==> src/rtl/mem_bus_master_if.sv <==
// Signal bundle between mem_bus_master, its control unit and the attached RAM.
// Handshakes: req is sampled only while busy=0 and each accepted req ends with a one-cycle done
// (err qualifies it). MOV rises after one setup cycle and stays high until MOC=1, then the master
// drops MOV and waits for MOC=0.
interface mem_bus_master_if;
  logic        req;
  logic        rd;
  logic [1:0]  size;
  logic        sgn;
  logic [31:0] addr;
  logic [31:0] wdata;
  logic        busy;
  logic        done;
  logic        err;
  logic [31:0] rdata;
  logic        MOV;
  logic        RW;
  logic [1:0]  typeData;
  logic [31:0] mem_addr;
  logic [31:0] mem_wdata;
  logic [31:0] mem_rdata;
  logic        MOC;
  logic [2:0]  state_dbg;

  modport master (
    input  req, rd, size, sgn, addr, wdata, mem_rdata, MOC,
    output busy, done, err, rdata, MOV, RW, typeData, mem_addr, mem_wdata, state_dbg
  );

  modport slave (
    output req, rd, size, sgn, addr, wdata, mem_rdata, MOC,
    input  busy, done, err, rdata, MOV, RW, typeData, mem_addr, mem_wdata, state_dbg
  );
endinterface

==> src/rtl/mem_bus_master.sv <==
// Single-access memory bus master: checks alignment/range, runs the MOV/MOC handshake
// with a timeout, and sign/zero-extends load data.
module mem_bus_master #(
  parameter int TIMEOUT   = 16,
  parameter int MEM_BYTES = 256
) (
  input logic              CLK,
  input logic              CLR,
  mem_bus_master_if.master bus
);

  typedef enum logic [2:0] {
    S_IDLE    = 3'd0,
    S_CHECK   = 3'd1,
    S_ISSUE   = 3'd2,
    S_WAIT    = 3'd3,
    S_RELEASE = 3'd4,
    S_DONE    = 3'd5
  } state_t;

  localparam int CW = $clog2(TIMEOUT + 1);
  localparam logic [CW-1:0] CNT_LAST = CW'(TIMEOUT - 1);

  state_t         state_q;
  logic           rd_q;
  logic [1:0]     size_q;
  logic           sgn_q;
  logic [31:0]    addr_q;
  logic [31:0]    wdata_q;
  logic [CW-1:0]  cnt_q;
  logic           done_q;
  logic           err_q;
  logic [31:0]    rdata_q;
  logic           mov_q;
  logic           rw_q;
  logic [1:0]     type_q;
  logic [31:0]    maddr_q;
  logic [31:0]    mwdata_q;

  logic [32:0]    nbytes;
  logic [32:0]    end_addr;
  logic           reject;
  logic [31:0]    rdata_ext;

  // The end address is formed in 33 bits so addresses near 2^32 cannot wrap past the range check.
  always_comb begin
    nbytes = 33'd4;
    case (size_q)
      2'b00:   nbytes = 33'd1;
      2'b01:   nbytes = 33'd2;
      default: nbytes = 33'd4;
    endcase
    end_addr = {1'b0, addr_q} + nbytes;
    reject   = (size_q == 2'b11)
            || (size_q == 2'b01 && addr_q[0])
            || (size_q == 2'b10 && addr_q[1:0] != 2'b00)
            || (end_addr > 33'(MEM_BYTES));
  end

  always_comb begin
    rdata_ext = bus.mem_rdata;
    case (size_q)
      2'b00:   rdata_ext = {{24{sgn_q & bus.mem_rdata[7]}}, bus.mem_rdata[7:0]};
      2'b01:   rdata_ext = {{16{sgn_q & bus.mem_rdata[15]}}, bus.mem_rdata[15:0]};
      default: rdata_ext = bus.mem_rdata;
    endcase
  end

  always_ff @(posedge CLK or posedge CLR) begin
    if (CLR) begin
      state_q  <= S_IDLE;
      rd_q     <= 1'b0;
      size_q   <= 2'b00;
      sgn_q    <= 1'b0;
      addr_q   <= '0;
      wdata_q  <= '0;
      cnt_q    <= '0;
      done_q   <= 1'b0;
      err_q    <= 1'b0;
      rdata_q  <= '0;
      mov_q    <= 1'b0;
      rw_q     <= 1'b1;
      type_q   <= 2'b00;
      maddr_q  <= '0;
      mwdata_q <= '0;
    end else begin
      done_q <= 1'b0;
      err_q  <= 1'b0;
      case (state_q)
        S_IDLE: begin
          if (bus.req) begin
            rd_q    <= bus.rd;
            size_q  <= bus.size;
            sgn_q   <= bus.sgn;
            addr_q  <= bus.addr;
            wdata_q <= bus.wdata;
            state_q <= S_CHECK;
          end
        end
        S_CHECK: begin
          if (reject) begin
            done_q  <= 1'b1;
            err_q   <= 1'b1;
            state_q <= S_DONE;
          end else begin
            maddr_q  <= addr_q;
            rw_q     <= rd_q;
            type_q   <= size_q;
            mwdata_q <= wdata_q;
            state_q  <= S_ISSUE;
          end
        end
        S_ISSUE: begin
          mov_q   <= 1'b1;
          cnt_q   <= '0;
          state_q <= S_WAIT;
        end
        S_WAIT: begin
          if (bus.MOC) begin
            mov_q   <= 1'b0;
            cnt_q   <= '0;
            if (rd_q) rdata_q <= rdata_ext;
            state_q <= S_RELEASE;
          end else if (cnt_q == CNT_LAST) begin
            mov_q   <= 1'b0;
            done_q  <= 1'b1;
            err_q   <= 1'b1;
            state_q <= S_DONE;
          end else begin
            cnt_q <= cnt_q + CW'(1);
          end
        end
        S_RELEASE: begin
          if (!bus.MOC) begin
            done_q  <= 1'b1;
            state_q <= S_DONE;
          end else if (cnt_q == CNT_LAST) begin
            done_q  <= 1'b1;
            err_q   <= 1'b1;
            state_q <= S_DONE;
          end else begin
            cnt_q <= cnt_q + CW'(1);
          end
        end
        S_DONE: begin
          state_q <= S_IDLE;
        end
        default: begin
          state_q <= S_IDLE;
        end
      endcase
    end
  end

  assign bus.busy      = (state_q != S_IDLE);
  assign bus.done      = done_q;
  assign bus.err       = err_q;
  assign bus.rdata     = rdata_q;
  assign bus.MOV       = mov_q;
  assign bus.RW        = rw_q;
  assign bus.typeData  = type_q;
  assign bus.mem_addr  = maddr_q;
  assign bus.mem_wdata = mwdata_q;
  assign bus.state_dbg = state_q;

endmodule

==> src/flat_wrapper.sv <==
// flat-port wrapper written by rule: the top's interface ports become plain ports
module mem_bus_master_flat 
#(
  parameter int TIMEOUT   = 16,
  parameter int MEM_BYTES = 256
)
  (CLK, CLR, bus_req, bus_rd, bus_size, bus_sgn, bus_addr, bus_wdata, bus_mem_rdata, bus_MOC, bus_busy, bus_done, bus_err, bus_rdata, bus_MOV, bus_RW, bus_typeData, bus_mem_addr, bus_mem_wdata, bus_state_dbg);
  mem_bus_master_if bus_i ();
  input logic CLK;
  input logic CLR;
  input wire logic [$bits(bus_i.req)-1:0] bus_req;
  input wire logic [$bits(bus_i.rd)-1:0] bus_rd;
  input wire logic [$bits(bus_i.size)-1:0] bus_size;
  input wire logic [$bits(bus_i.sgn)-1:0] bus_sgn;
  input wire logic [$bits(bus_i.addr)-1:0] bus_addr;
  input wire logic [$bits(bus_i.wdata)-1:0] bus_wdata;
  input wire logic [$bits(bus_i.mem_rdata)-1:0] bus_mem_rdata;
  input wire logic [$bits(bus_i.MOC)-1:0] bus_MOC;
  output wire logic [$bits(bus_i.busy)-1:0] bus_busy;
  output wire logic [$bits(bus_i.done)-1:0] bus_done;
  output wire logic [$bits(bus_i.err)-1:0] bus_err;
  output wire logic [$bits(bus_i.rdata)-1:0] bus_rdata;
  output wire logic [$bits(bus_i.MOV)-1:0] bus_MOV;
  output wire logic [$bits(bus_i.RW)-1:0] bus_RW;
  output wire logic [$bits(bus_i.typeData)-1:0] bus_typeData;
  output wire logic [$bits(bus_i.mem_addr)-1:0] bus_mem_addr;
  output wire logic [$bits(bus_i.mem_wdata)-1:0] bus_mem_wdata;
  output wire logic [$bits(bus_i.state_dbg)-1:0] bus_state_dbg;
  assign bus_i.req = bus_req;
  assign bus_i.rd = bus_rd;
  assign bus_i.size = bus_size;
  assign bus_i.sgn = bus_sgn;
  assign bus_i.addr = bus_addr;
  assign bus_i.wdata = bus_wdata;
  assign bus_i.mem_rdata = bus_mem_rdata;
  assign bus_i.MOC = bus_MOC;
  assign bus_busy = bus_i.busy;
  assign bus_done = bus_i.done;
  assign bus_err = bus_i.err;
  assign bus_rdata = bus_i.rdata;
  assign bus_MOV = bus_i.MOV;
  assign bus_RW = bus_i.RW;
  assign bus_typeData = bus_i.typeData;
  assign bus_mem_addr = bus_i.mem_addr;
  assign bus_mem_wdata = bus_i.mem_wdata;
  assign bus_state_dbg = bus_i.state_dbg;
  mem_bus_master #(.TIMEOUT(TIMEOUT), .MEM_BYTES(MEM_BYTES)) u_core (.CLK(CLK), .CLR(CLR), .bus(bus_i));
endmodule
==> config.mk <==
export PLATFORM = sky130hd
export DESIGN_NAME = mem_bus_master_flat
export DESIGN_NICKNAME = d
export VERILOG_FILES = /design/src/rtl/mem_bus_master_if.sv /design/src/rtl/mem_bus_master.sv /design/src/flat_wrapper.sv
export SDC_FILE = /design/constraint.sdc
export NUM_CORES = 1
export LEC_CHECK = 0
export CORE_ASPECT_RATIO = 0.6
export CORE_UTILIZATION = 51
export CTS_CLUSTER_DIAMETER = 150
export DETAILED_ROUTE_END_ITERATION = 10
export PLACE_DENSITY = 0.85
export SYNTH_ARGS = -nofsm -noshare
export SYNTH_HDL_FRONTEND = slang
export SYNTH_SLANG_ARGS = --single-unit
==> constraint.sdc <==
create_clock -name CLK -period 12.6 [get_ports CLK]
set_input_delay 1.89 -clock CLK [delete_from_list [all_inputs] [get_ports CLK]]
set_output_delay 1.89 -clock CLK [all_outputs]
set_load 0.02 [all_outputs]
Word level (Yosys, flattened, before mapping)
Index checks and enable logic that the tools add are counted.
{ "totals": {"ff_bits": 178, "inputBits": 104, "output_inout_bits": 106} }
{ "op_classes": {"bitwise_logic": 3, "order_cmp": 1, "n_eq_ne": 11, "reduce_logical": 16, "addsub": 2, "n_mux": 22} }
{ "op_table": {"columns": ["op", "count"], "rows": [
  ["32-bit case mux with 2 select lines", 1],
  ["32-bit by 3-bit adder with 33-bit output", 1],
  ["33-bit by 9-bit greater-than comparator with 1-bit output (second input constant)", 1],
  ["3-bit two-way mux", 5],
  ["5-bit two-way mux", 3],
  ["3-bit case mux with 5 select lines", 1],
  ["5-bit case mux with 3 select lines", 1],
  ["2-bit AND reduction", 4],
  ["1-bit two-way mux", 7],
  ["3-bit by 2-bit equality test with 1-bit output (second input constant)", 2],
  ["1-bit case mux with 3 select lines", 2],
  ["3-bit case mux with 2 select lines", 1],
  ["3-bit nonzero test", 2],
  ["5-bit by 1-bit adder with 5-bit output (second input constant)", 1],
  ["5-bit by 4-bit equality test with 1-bit output (second input constant)", 1],
  ["2-bit equality test (second input constant)", 2],
  ["2-bit != test (second input constant)", 2],
  ["2-bit nonzero test", 2],
  ["3-bit by 1-bit equality test with 1-bit output (second input constant)", 1],
  ["3-bit equality test (second input constant)", 1],
  ["3-bit logical NOT", 1],
  ["1-bit logical OR", 3],
  ["3-bit by 2-bit != test with 1-bit output (second input constant)", 1],
  ["3-bit AND reduction", 1],
  ["other kinds (6)", 8]
]} }

Depth between registers and ports, before layout
Gate-level depths: netlist (run 1).
{ "depth": {"ltp_word": 7, "ltp_mapped": 15, "ltp_nobuf": 12} }

Worst setup path after synthesis (run 1)
No wires, ideal clock.
{ "synth_path": {"path_kind": "register -> register", "startpoint": "register u_core.size_q[0]", "endpoint": "register u_core.maddr_q[1] (netlist: u_core.bus.mem_addr[1])", "period_less_slack_ns": 3.623, "setup_slack_ns": 8.977, "required_time_ns": 12.475, "path_buffers": 2, "arrival_time_ns": 3.498, "setup_time_ns": 0.125, "stages_incl_launch_ff": 15, "cell_sequence": "dfrtp_1 or2_2 clkbuf_1 inv_1 ha_1 fa_1 a21oi_2 nor2_1 and3_1 xor2_1 a2111oi_0 nand4_1 nor4_4 buf_6 mux2_2"} }
{ "synth_via": {"elab_chain_cells": 7} }
{ "synth_rtl": {"columns": ["element", "line_no", "text"], "rows": [
  ["start, declared", "mem_bus_master.sv:26", "logic [1:0] size_q;"],
  ["start signal, assigned", "mem_bus_master.sv:93", "size_q <= bus.size;"],
  ["2-bit by 1-bit equality test with 1-bit output or 2-bit logical NOT (tied branches)", "mem_bus_master.sv:48, mem_bus_master.sv:55", null],
  ["3-bit case mux with 2 select lines or 1-bit logical AND (tied branches)", "mem_bus_master.sv:48, mem_bus_master.sv:55", null],
  ["32-bit by 3-bit adder with 33-bit output or 1-bit logical OR (tied branches)", "mem_bus_master.sv:53, mem_bus_master.sv:55", null],
  ["33-bit by 9-bit greater-than comparator with 1-bit output or 1-bit logical OR (tied branches)", "mem_bus_master.sv:57, mem_bus_master.sv:56", null],
  ["1-bit logical OR *", "mem_bus_master.sv:57", "|| (end_addr > 33'(MEM_BYTES));"],
  ["1-bit inverter (no line) *", null, null],
  ["2-bit AND reduction (no line) *", null, null],
  ["end signal, assigned", "mem_bus_master.sv:106", "maddr_q <= addr_q;"],
  ["end, declared", "mem_bus_master.sv:37", "logic [31:0] maddr_q;"]
]} }
Mark *: on every way between the ends. The rest lies on a longest branch, timed or not.
A chain may end at the register's enable or synchronous reset.

Worst setup path after layout (run 1)
{ "layout_path": {"startpoint": "register u_core.size_q[1]", "endpoint": "register u_core.mwdata_q[7] (netlist: u_core.bus.mem_wdata[7])"} }
{ "layout_via": {"elab_chain_cells": 7} }
{ "layout_rtl": {"columns": ["element", "line_no", "text"], "rows": [
  ["2-bit by 1-bit equality test with 1-bit output or 2-bit logical NOT (tied branches)", "mem_bus_master.sv:48, mem_bus_master.sv:55", null],
  ["3-bit case mux with 2 select lines or 1-bit logical AND (tied branches)", "mem_bus_master.sv:48, mem_bus_master.sv:55", null],
  ["32-bit by 3-bit adder with 33-bit output or 1-bit logical OR (tied branches)", "mem_bus_master.sv:53, mem_bus_master.sv:55", null],
  ["33-bit by 9-bit greater-than comparator with 1-bit output or 1-bit logical OR (tied branches)", "mem_bus_master.sv:57, mem_bus_master.sv:56", null],
  ["1-bit logical OR *", "mem_bus_master.sv:57", null],
  ["1-bit inverter (no line) *", null, null],
  ["2-bit AND reduction (no line) *", null, null],
  ["end signal, assigned", "mem_bus_master.sv:109", "mwdata_q <= wdata_q;"],
  ["end, declared", "mem_bus_master.sv:38", "logic [31:0] mwdata_q;"]
]} }
Marks and branches as above.

==> summary.md, run 1 <==
| Metric | Value |
|---|---|
| Outcome | `finished clean` |
| Global placer's final weighted congestion | `just under 1` |
| I/O Buffers | `~210` |
| Worst setup path startpoint | `u_core.size_q[1]$_DFFE_PP0P_` |
| Total Neg Setup Slack | `0 ps` |
| Largest family of logic cells by synthesized area | `multiplexers` |
| Row count | `33` |
| Worst setup EP type | `register` |
| Post-Place Setup Slack | `about 8000 ps` |
| DRC | `0` |
| CTS tree | `done` |
| Multi-input logic area | `around 2800 µm²` |
| Number of gates resized after CTS | `0` |
| Xor/xnor cell area share of the yosys netlist | `~1.4%` |
| Number of inserted diodes | `0` |
| Count of final setup violators | `0` |
| Die height | `95.7 µm` |
| Layout Skew | `about 15 ps` |
| DIE AREA | `around 15000 µm²` |
| Wire length of the first global-routing pass | `slightly below 30 mm` |
| Final worst path period need | `roughly 4700 ps` |
| Number of enable flip-flop cells after synthesis | `0` |
| Number of antenna violations at the first check in global routing | `0` |
| Clk pin slew, worst setup/hold paths | `approximately 70 ps` |
| Startpoint class of the critical path | `register` |
| Area taken by flip-flops and latches | `~4500 µm²` |
| CTS Buf Count | `17` |
| DRT Pass-1 Iters | `5` |
| Final worst slack | `slightly below 8000 ps` |
| Netlist cell types | `about 50` |
| Detailed-route via count | `between 5000 and 6000` |
| Layout cell share with drive strength beyond 1 | `between 20% and 30%` |
| Total routing resource utilization after global routing | `25.4%` |
| Mapped Nets | `700` |
| Async set-or-reset flop fraction in the synthesized netlist | `between 90% and 100%` |
| RSZ-0062 raised after global routing | `no` |
| Insertion delay to the later sink of the worst-skew pair | `~420 ps` |
| Antenna Nets Post-Route | `0` |
| Cell area after synthesis | `roughly 7500 µm²` |
| Maxcap violations | `0` |
| GR Overflow Total | `0` |
| Via density per instance | `~5.5` |
| Ys flop type | `dfrtp_1` |
| Count of nets after finishing | `a little over 900` |
| Die extent in x | `around 160 µm` |
| Compound-gate portion of the synthesized area | `6.73%` |
| Count of mapped cells out of synthesis | `about 600` |
| Reg-to-reg setup timing slack | `around 7900 ps` |
| PwrDens | `176 nW/µm²` |
| Final period util | `37.1%` |
| Detailed Route Iter0 Violations | `roughly 350` |
| Count of final hold-check violations | `0` |
| Startpoint of the worst hold path | `u_core.wdata_q[11]$_DFFE_PP0P_` |
| Non-Filler Instances | `1000` |
| Start-to-end type of the worst setup path | `reg2reg` |
| Hold Path Class | `reg2reg` |
| Floorplan Core Area | `around 14000 µm²` |
| Hold bufs inserted after CTS | `0` |
| Count of synthesis-stage warnings from yosys | `0` |
| Endpoint of the worst register-to-register path | `u_core.bus.mem_wdata[7]$_DFFE_PP0P_` |
| Synthesis-to-finish area growth | `37.9%` |
| Required time of the critical path | `about 13000 ps` |
| Total detailed-routing wirelength | `about 18 mm` |
| Multiplexer share of the synthesized area | `between 15 and 20%` |
| Clock Root Buffer | `clkbuf_16` |
| Sinks on Clock Net | `approximately 180` |
| Pleak | `between 4 and 5 nW` |
| Actual slew at the worst max-slew pin | `about 1100 ps` |
| Per-cell routed wire length | `roughly 18 µm` |
| FF-to-FF path depth | `13` |
| Post-synthesis simple-gate area fraction | `about a tenth` |
| Worst-path fanout max | `43` |
| Flip-flop and latch count after synthesis | `between 150 and 200` |
| Hold endpoint | `u_core.bus.mem_wdata[11]$_DFFE_PP0P_` |
| Post-Place Cells | `969` |
| FF-to-FF Start | `u_core.size_q[1]$_DFFE_PP0P_` |
| Maximum clock frequency | `0.214 GHz` |
| Bufs on Longest Clock Path | `2` |
| Adder and majority cell fraction of the synthesized area | `less than 1%` |
| WP data arrival | `4980 ps` |
| Count of pins over their slew limit | `0` |
| Initial Util | `around 53%` |
| Pin count of the biggest net entering global routing | `93` |
| Relative slew margins | `between 20% and 30%` |
| CTS H-tree lvls | `4` |
| Sequential element share of the synthesized area | `59.7%` |
| Worst IR drop on VDD | `about 0.092 mV` |
| Filler cell count in the final layout | `940` |
| Mapped Avg Cell Area | `~13 µm²` |
| Worst hold path depth | `1` |
| Half-perimeter wire length of the detailed placement result | `12.9 mm` |
| Count of buffers added by post-CTS timing repair for setup | `0` |
| Number of global-route vias before repair | `between 5000 and 6000` |
| I/O pin count | `210` |
==> synthesized netlist by cell type (2+ instances only) <==
library cell,number,area [µm²]
or2_2,3,18.8
nor4_1,6,37.5
a21o_1,4,30.0
xnor2_1,7,61.3
ha_1,4,50.1
xor2_1,5,43.8
nor3_1,4,20.0
clkbuf_1,19,71.3
nor3b_1,2,15.0
nand3_1,9,45.0
mux2i_1,3,30.0
o21ai_0,13,65.1
nor2_1,40,150
o21a_1,3,22.5
a21oi_1,43,215
and4_1,3,26.3
nand4_1,9,56.3
o211ai_1,3,22.5
nand2_1,40,150
buf_6,6,67.6
inv_1,9,33.8
and3_1,7,43.8
a31oi_1,2,12.5
mux2_2,119,1340
nor2b_1,26,163
a311oi_1,3,26.3
dfrtp_1,177,4430
==> metal layers <==
metal	track usage, %	routed length [µm]	up-vias
li1	-	-	2495
met1	32.3	7650	2761
met2	40.1	8560	250
met3	10.3	2050	25
met4	7.53	218	0
met5	0	0	-
==> power breakdown <==
group          switching [mW]  internal (mW)
combinational           0.214          0.242
sequential              0.132          0.697
clock                   0.228          0.301
==> through the flow <==
step / power (mW) / hold slack, ps / cell area [µm²] / util, %
2_1_floorplan: 1.13 / 475 / 7460 / -
3_3_place_gp: 1.25 / 481 / 9690 / 69.5
3_5_place_dp: 1.29 / 489 / 9690 / 69.5
4_1_cts: 1.82 / 505 / 10300 / 73.7
5_1_grt: 1.91 / 516 / 10300 / 73.7
6_report: 1.81 / 501 / 10300 / 73.7
==> kinds of logic (layout without fill, tap and decap cells) <==
family / Yosys count / after routing
and+or+nand+nor: 153 / 153
xor gates and xnor gates: 12 / 12
DFF: 178 / 178
AOI/OAI and AO/OA: 84 / 84
adders and majority gates: 5 / 5
buffers and inverters: 37 / 254
muxes: 122 / 122
==> worst max-delay path, stage by stage (launching register included) <==
cell,delay (ps)
dfrtp_1,790
or2_2,330
inv_1,120
ha_1,220
fa_1,450
a21oi_2,270
nor2_1,150
and3_1,220
xor2_1,140
a2111oi_0,400
nand4_1,260
nor4_4,220
buf_4,530
mux2_2,400
==> sequential cells by signal, summed over array words and instances, names as in the netlist, 3 cells and up <==
| name | flops |
|---|---|
| u_core.bus.rdata | 32 |
| u_core.cnt_q | 5 |
| u_core.bus.state_dbg | 3 |
| u_core.bus.mem_addr | 32 |
| u_core.bus.mem_wdata | 32 |
| u_core.wdata_q | 32 |
| u_core.addr_q | 32 |
==> cells in the final DEF (no fill, tap or decap), drive strengths merged, types with 2 or more instances in the layout <==
cell             n
nor2b           26
and4             3
a21oi           44
nor2            40
clkbuf          19
or2              4
mux2i            3
o211ai           3
and3             7
mux2           119
nor4             7
inv             13
xor2             5
nand4            9
nor3b            2
o21a             3
dfrtp          177
nor3             4
clkinvlp         4
clkinv           2
o21ai           13
clkdlybuf4s50  209
nand3            9
a31oi            2
a21o             4
nand2           40
buf              5
a311oi           3
xnor2            7
bufinv           2
ha               4
==> area by class of cell <==
cell class                      instances  area share, %
Multi-Input combinational cell        376           27.5
Timing Repair Buffer                  214           20.7
Clock inverter                         12           1.44
Tap cell                              192           2.34
Sequential cell                       178           43.3
Inverter                                9          0.377
Clock buffer                           19           4.31
==> worst max-delay path by stage <==
stage                     cells after the start  slack [ps]                              endpoint
after floorplan                               1        5880          u_core.addr_q[0]$_DFFE_PP0P_
after global placement                       13        8230  u_core.bus.mem_wdata[12]$_DFFE_PP0P_
after detailed placement                     13        8040  u_core.bus.mem_wdata[25]$_DFFE_PP0P_
after CTS                                    13        8040  u_core.bus.mem_wdata[25]$_DFFE_PP0P_
after global routing                         13        7650   u_core.bus.mem_wdata[7]$_DFFE_PP0P_
final                                        13        7930   u_core.bus.mem_wdata[7]$_DFFE_PP0P_
No activity file was read; power rests on OpenSTA's default activity.
==> run 2: changes to the inputs <==
Settings changed: CORE_UTILIZATION 51 to 48, PLACE_DENSITY 0.85 to 0.8.
Clock period 12.6 ns to 4.5 ns, I/O delays scaled along.
==> run 2 against run 1 <==
Combinational power grew to 2.8 times the previous value. Register-to-register slack got worse by 7400 ps. Sequential cell count did not move. Die area grew 6.1%. Sequential share of layout area is 0.47 points lower. Wire length fell by 1.8%. Count of clock-buffer cells in the layout is 1 lower. Non-clock buffer count is 3 higher. Final area up 1.1%. Critical path type unchanged.
==> summary.md, run 2 (synthesis gave the netlist of run 1 again) <==
| Metric | Value |
|---|---|
| Outcome | `finished clean` |
| Hold Path Class | `reg2reg` |
| Number of inserted diodes | `0 (unchanged)` |
| Die height | `98.6 µm (+3.0%)` |
| WP data arrival | `4260 ps (-720 ps)` |
| Antenna Nets Post-Route | `0 (unchanged)` |
| DRC | `0 (unchanged)` |
| Non-Filler Instances | `1009 (+0.90%)` |
| Hold bufs inserted after CTS | `0 (unchanged)` |
| Count of final hold-check violations | `0 (unchanged)` |
| FF-to-FF Start | `u_core.size_q[0]$_DFFE_PP0P_` |
| Pleak | `4.62 nW (+1.2%)` |
| Pin count of the biggest net entering global routing | `85 (-8.6%)` |
| Actual slew at the worst max-slew pin | `1030 ps (-117 ps)` |
| Sinks on Clock Net | `178 (unchanged)` |
| PwrDens | `502 nW/µm² (+180%)` |
| Number of global-route vias before repair | `5460 (-3.7%)` |
| Total routing resource utilization after global routing | `23.6% (-1.9 points)` |
| Detailed-route via count | `5411 (-2.2%)` |
| Clock Root Buffer | `clkbuf_16` |
| Required time of the critical path | `4800 ps (-8100 ps)` |
| Number of gates resized after CTS | `0 (unchanged)` |
| I/O Buffers | `209 (unchanged)` |
| CTS H-tree lvls | `4 (unchanged)` |
| Detailed Route Iter0 Violations | `368 (+4.8%)` |
| Final-layout worst hold slack | `502 ps (+0.885 ps)` |
| Half-perimeter wire length of the detailed placement result | `12.8 mm (-0.75%)` |
| Count of pins over their slew limit | `0 (unchanged)` |
| Maximum clock frequency | `0.252 GHz (+18%)` |
| Row count | `34 (+3.0%)` |
| Multi-input logic area | `2830 µm² (unchanged)` |
| DIE AREA | `16100 µm² (+6.1%)` |
| CTS tree | `done` |
| Bufs on Longest Clock Path | `2 (unchanged)` |
| Start-to-end type of the worst setup path | `reg2reg` |
| Layout Skew | `11.2 ps (-3.62 ps)` |
| Most used cells in the layout excluding fill and tap cells | `209 x clkdlybuf4s50_1, 177 x dfrtp_1, 119 x mux2_2` |
| Insertion delay to the later sink of the worst-skew pair | `420 ps (about the same)` |
| Startpoint class of the critical path | `register` |
| Worst setup path startpoint | `u_core.size_q[0]$_DFFE_PP0P_` |
| Worst setup EP type | `register` |
| Maxcap violations | `0 (unchanged)` |
| CTS Buf Count | `17 (unchanged)` |
| DRT Pass-1 Iters | `5 (unchanged)` |
| Post-Place Setup Slack | `621 ps (-7420 ps)` |
| Worst IR drop on VDD | `0.275 mV (+200%)` |
| Post-Place Cells | `978 (+0.93%)` |
| Commonest non-fill, non-tap cell in the layout | `clkdlybuf4s50_1` |
| Startpoint of the worst hold path | `u_core.bus.mem_addr[20]$_DFFE_PP0P_` |
| Filler cell count in the final layout | `1028 (+9.4%)` |
| Number of antenna violations at the first check in global routing | `0 (unchanged)` |
| Final worst slack | `540 ps (-7390 ps)` |
| Worst-path fanout max | `53 (+23%)` |
| Per-cell routed wire length | `18.0 µm (-2.7%)` |
| Count of buffers added by post-CTS timing repair for setup | `0 (unchanged)` |
| Area taken by flip-flops and latches | `4460 µm² (unchanged)` |
| Initial Util | `50.2% (-3.2 points)` |
| Wire length of the first global-routing pass | `29.1 mm (about the same)` |
| Clk pin slew, worst setup/hold paths | `70 ps (about the same)` |
| Count of final setup violators | `0 (unchanged)` |
| GR Overflow Total | `0 (unchanged)` |
| RSZ-0062 raised after global routing | `no` |
| Synthesis-to-finish area growth | `39.4%` |
| Relative slew margins | `31.1% (+7.7 points)` |
| Via density per instance | `5.36 (-3.0%)` |
| Floorplan Core Area | `14800 µm² (+6.4%)` |
| I/O pin count | `210 (unchanged)` |
| Final worst path period need | `3960 ps (-714 ps)` |
| Die extent in x | `163 µm (+3.0%)` |
| Total Neg Setup Slack | `0 ps (unchanged)` |
| Layout cell share with drive strength beyond 1 | `20.7% (+0.29 points)` |
| Final period util | `88.0% (+51 points)` |
| Global placer's final weighted congestion | `0.972 (-0.58%)` |
| Count of nets after finishing | `908 (+0.33%)` |
| Total detailed-routing wirelength | `18.1 mm (-1.8%)` |
run 2: changes by cell type in the layout (fill, tap and decap cells not counted), sizes merged:
cell / change
clkbuf: -1
clkinvlp: -2
bufinv: +3
buf: +3
run 2: stage by stage:
stage | utilization [%] | area, µm² | power (mW)
after floorplan | - | 7460 | 3.17
after global placement | 65.7 | 9750 | 3.52
after detailed placement | 65.7 | 9750 | 3.60
after CTS | 70.0 | 10400 | 5.25
after global routing | 70.0 | 10400 | 5.51
final | 70.0 | 10400 | 5.22
run 2: per-layer routing:
| metal | track usage, % | wire [µm] | up-vias |
|---|---|---|---|
| li1 | - | - | 2504 |
| met1 | 31.1 | 8010 | 2660 |
| met2 | 36.4 | 8170 | 232 |
| met3 | 9.51 | 1790 | 15 |
| met4 | 5.75 | 161 | 0 |
| met5 | 0 | 0 | - |
run 2: final timing paths:
kind,endpoint,cells after the start,slack [ps]
max,u_core.bus.mem_wdata[9]$_DFFE_PP0P_,13,540
min,u_core.bus.mem_addr[20]$_DFFE_PP0P_,1,500
max reg2reg,u_core.bus.mem_wdata[9]$_DFFE_PP0P_,13,540
min reg2reg,u_core.bus.mem_addr[20]$_DFFE_PP0P_,1,500
max in group asynchronous,u_core.bus.RW$_DFFE_PP1P_,3,3100
min in group asynchronous,u_core.bus.mem_addr[28]$_DFFE_PP0P_,2,560
run 2: power breakdown:
group / switching (mW) / leakage (nW) / internal, mW / total, mW
clock: 0.638 / 0.314 / 0.997 / 1.63
combinational: 0.598 / 1.98 / 0.686 / 1.28
sequential: 0.351 / 2.32 / 1.95 / 2.30
run 2: area by class of cell:
type	count	share of cell area, %
timing repair buffer	217	20.9
multi-input combinational	376	27.2
inverter	9	0.361
clock inverter	13	2.13
tap	198	2.38
sequential	178	42.8
clock buffer	18	4.13
run 2: critical path: stages, from the launching register on:
cell and delay (ps):
dfrtp_1 400, or2_2 240, inv_1 120, ha_1 230, fa_1 460, a21oi_2 270, nor2_1 140, and3_1 220
xor2_1 150, a2111oi_0 380, nand4_1 230, nor4_4 260, buf_12 300, mux2_2 380
==> RTL change, RTL diff (settings of run 2) <==
`TIMEOUT` is set to 16 in 2 places; all go to 8.
--- a/src/rtl/mem_bus_master.sv
+++ b/src/rtl/mem_bus_master.sv
@@ -1,7 +1,7 @@
 // Single-access memory bus master: checks alignment/range, runs the MOV/MOC handshake
 // with a timeout, and sign/zero-extends load data.
 module mem_bus_master #(
-  parameter int TIMEOUT   = 16,
+  parameter int TIMEOUT   = 8,
   parameter int MEM_BYTES = 256
 ) (
   input logic              CLK,
--- a/src/flat_wrapper.sv
+++ b/src/flat_wrapper.sv
@@ -1,7 +1,7 @@
 // flat-port wrapper written by rule: the top's interface ports become plain ports
 module mem_bus_master_flat 
 #(
-  parameter int TIMEOUT   = 16,
+  parameter int TIMEOUT   = 8,
   parameter int MEM_BYTES = 256
 )
   (CLK, CLR, bus_req, bus_rd, bus_size, bus_sgn, bus_addr, bus_wdata, bus_mem_rdata, bus_MOC, bus_busy, bus_done, bus_err, bus_rdata, bus_MOV, bus_RW, bus_typeData, bus_mem_addr, bus_mem_wdata, bus_state_dbg);
Behaviour: same outputs for any inputs over 10 cycles, from zero or initial values; that may be too few to reach the edited logic, so the function may still have changed.
==> RTL change against run 2 <==
Area after synthesis fell by 0.91%; wire length rose by 1.5%; total power fell by 3.7%; sequential cell count fell by 1; critical endpoint is now u_core.bus.mem_addr[0]; cell count fell by 0.99%; count of clock-buffer cells in the layout did not move; cell area fell by 1.1%; largest power group unchanged; setup slack got worse by 0.26 ns.
==> RTL change: results (changes against run 2) <==
Status
The run finished with clean final reports.

Synth
The share of flip-flops with an asynchronous set or reset after synthesis is 1.00 (unchanged). Sorting the synthesized cells by how often they occur yields sky130_fd_sc_hd__dfrtp_1 (176), sky130_fd_sc_hd__mux2_2 (117), sky130_fd_sc_hd__a21oi_1 (44). The post-synthesis net count is 693 (-1.0%). The distinct cell type count after synthesis was 51 (+4.1%). Ranked by total cell area, the synthesized netlist is headed by sky130_fd_sc_hd__dfrtp_1 (60%), sky130_fd_sc_hd__mux2_2 (18%), sky130_fd_sc_hd__a21oi_1 (3.0%).

The yosys synthesis warning count is 0 (unchanged). The primary flip-flop cell chosen by synthesis mapping is sky130_fd_sc_hd__dfrtp_1. The sequential area share after synthesis is 0.599 (+0.00207).

Global routing
The largest net degree at the start of global routing came to 104 (+22%). The number of antenna violations at the first check in global routing came to 0 (unchanged). The global-route wire length before repair is 30.0 mm (+3.1%). The total routing resource utilization after global routing is 0.244 (+0.00884). The number of global-route vias before repair was 5697 (+4.3%).

Placement
The number of port buffers is 209 (unchanged). The global placement routability congestion is 0.930 (-4.3%). The post-placement worst setup slack is 0.396 ns (-0.225 ns).

The cell area reported after detailed placement is 9700 µm² (-0.47%). The half-perimeter wire length of the detailed placement result is 13.0 mm (+1.8%).

Route
The number of DRC violations after detailed routing is 0 (unchanged). The overall via count from detail_route came to 5506 (+1.8%). The average wire length per cell after detail routing was 18.4 µm (+2.5%). The violation count after the first detailed-routing iteration is 486 (+32%). The number of search-and-repair iterations in the first detailed-routing pass is 6 (+1).

Power
The leakage power figure is 4.52 nW (-2.0%). The maximum vdd drop is 365 µV (+33%).

Clocking
The CTS buffer count is 17 (unchanged). The clock-pin slew on the worst setup and hold paths is 0.07 ns (about the same). The tree is rooted in a sky130_fd_sc_hd__clkbuf_16. The maximum root-to-sink buffer count is 2 (unchanged). At the later pin of the worst-skew pair, clock insertion delay measures 0.43 ns.

The total setup buffers inserted after CTS is 0 (unchanged). The post-cts resize count came to 0 (unchanged). The deepest level of the CTS H-tree is 4 (unchanged).

Setup path
The largest stage delay on the critical path is around 0.47 ns. The largest individual stage delay along the critical path comes from the cell sky130_fd_sc_hd__buf_4. The top fanout value on the critical path is 41 (-23%).

Among cell families on the critical path, the largest total delay comes from compound AO/OA/AOI/OAI gates. The arrival time of data at the critical path endpoint was 4.52 ns (+0.26 ns).

Layout
The number of nets in the layout is 898 (-1.1%). The count of antenna diodes in the layout is 0 (unchanged). The share of post-route cells with drive strength above 1 is 0.206 (-0.00116).

Timing
The post-route clock skew is 0.0163 ns (+0.00517 ns). The transition time at the pin with the least slew margin was 1.29 ns (+0.255 ns).

Min path
The type of the worst min-delay path is reg2reg.
RTL change: changes by cell type after synthesis, moves of 3 or more:
cell / change
sky130_fd_sc_hd__nand2_1: -5
sky130_fd_sc_hd__nor4_1: -5
sky130_fd_sc_hd__a21o_1: -4
sky130_fd_sc_hd__nor3_1: +3
sky130_fd_sc_hd__and4_1: +3
sky130_fd_sc_hd__buf_2: +7
sky130_fd_sc_hd__nor2_1: -4
sky130_fd_sc_hd__inv_1: -3
sky130_fd_sc_hd__buf_6: -6
sky130_fd_sc_hd__buf_1: +4
sky130_fd_sc_hd__a311oi_1: -3
RTL change: per-layer routing:
metal / wire [µm] / GRT usage / up-vias
li1: - / - / 2484
met1: 8270 / 0.338 / 2736
met2: 8110 / 0.362 / 251
met3: 1680 / 0.0892 / 35
met4: 340 / 0.0704 / 0
met5: 0 / 0 / -
RTL change: final timing paths:
check	depth (start not counted)	startpoint	slack, ns	end
worst min register to register	1	u_core.wdata_q[6]	0.50	u_core.bus.mem_wdata[6]
max in group asynchronous	3	CLR	3.10	u_core.bus.mem_addr[8]
worst min-delay path	1	u_core.wdata_q[6]	0.50	u_core.bus.mem_wdata[6]
worst max-delay path	12	u_core.size_q[0]	0.28	u_core.bus.mem_addr[0]
worst max register to register	12	u_core.size_q[0]	0.28	u_core.bus.mem_addr[0]
min in group asynchronous	2	CLR	0.56	u_core.bus.rdata[3]
RTL change: metrics by stage:
stage,util,std cells
6_report,0.697,999
3_5_place_dp,0.657,968
5_1_grt,0.697,999
2_1_floorplan,-,584
3_3_place_gp,0.657,968
4_1_cts,0.697,999
RTL change: area by class of cell:
type	instances	area (µm²)
Fill cell	1048	4480
Sequential cell	177	4430
Multi-Input combinational cell	370	2820
Timing Repair Buffer	217	2180
Clock buffer	18	439
Tap cell	198	248
Clock inverter	13	144
Inverter	6	26.3
RTL change: cell families (layout without fill, tap and decap cells):
group,after synthesis,in the layout,share of synthesized area
flip-flops,177,177,0.599
adder cells (fa/ha/maj),5,5,0.00948
AO/OA/AOI/OAI,81,81,0.0650
AND/OR/NAND/NOR,151,151,0.108
buffers and inverters,37,254,0.0201
XOR/XNOR,11,11,0.0130
multiplexers,122,122,0.185
RTL change: power by group:
| group | internal (mW) | leakage (nW) | switching, mW |
|---|---|---|---|
| clock network | 0.752 | 0.285 | 0.678 |
| registers | 1.94 | 2.31 | 0.389 |
| logic | 0.678 | 1.93 | 0.590 |
| total | 3.37 | 4.52 | 1.66 |
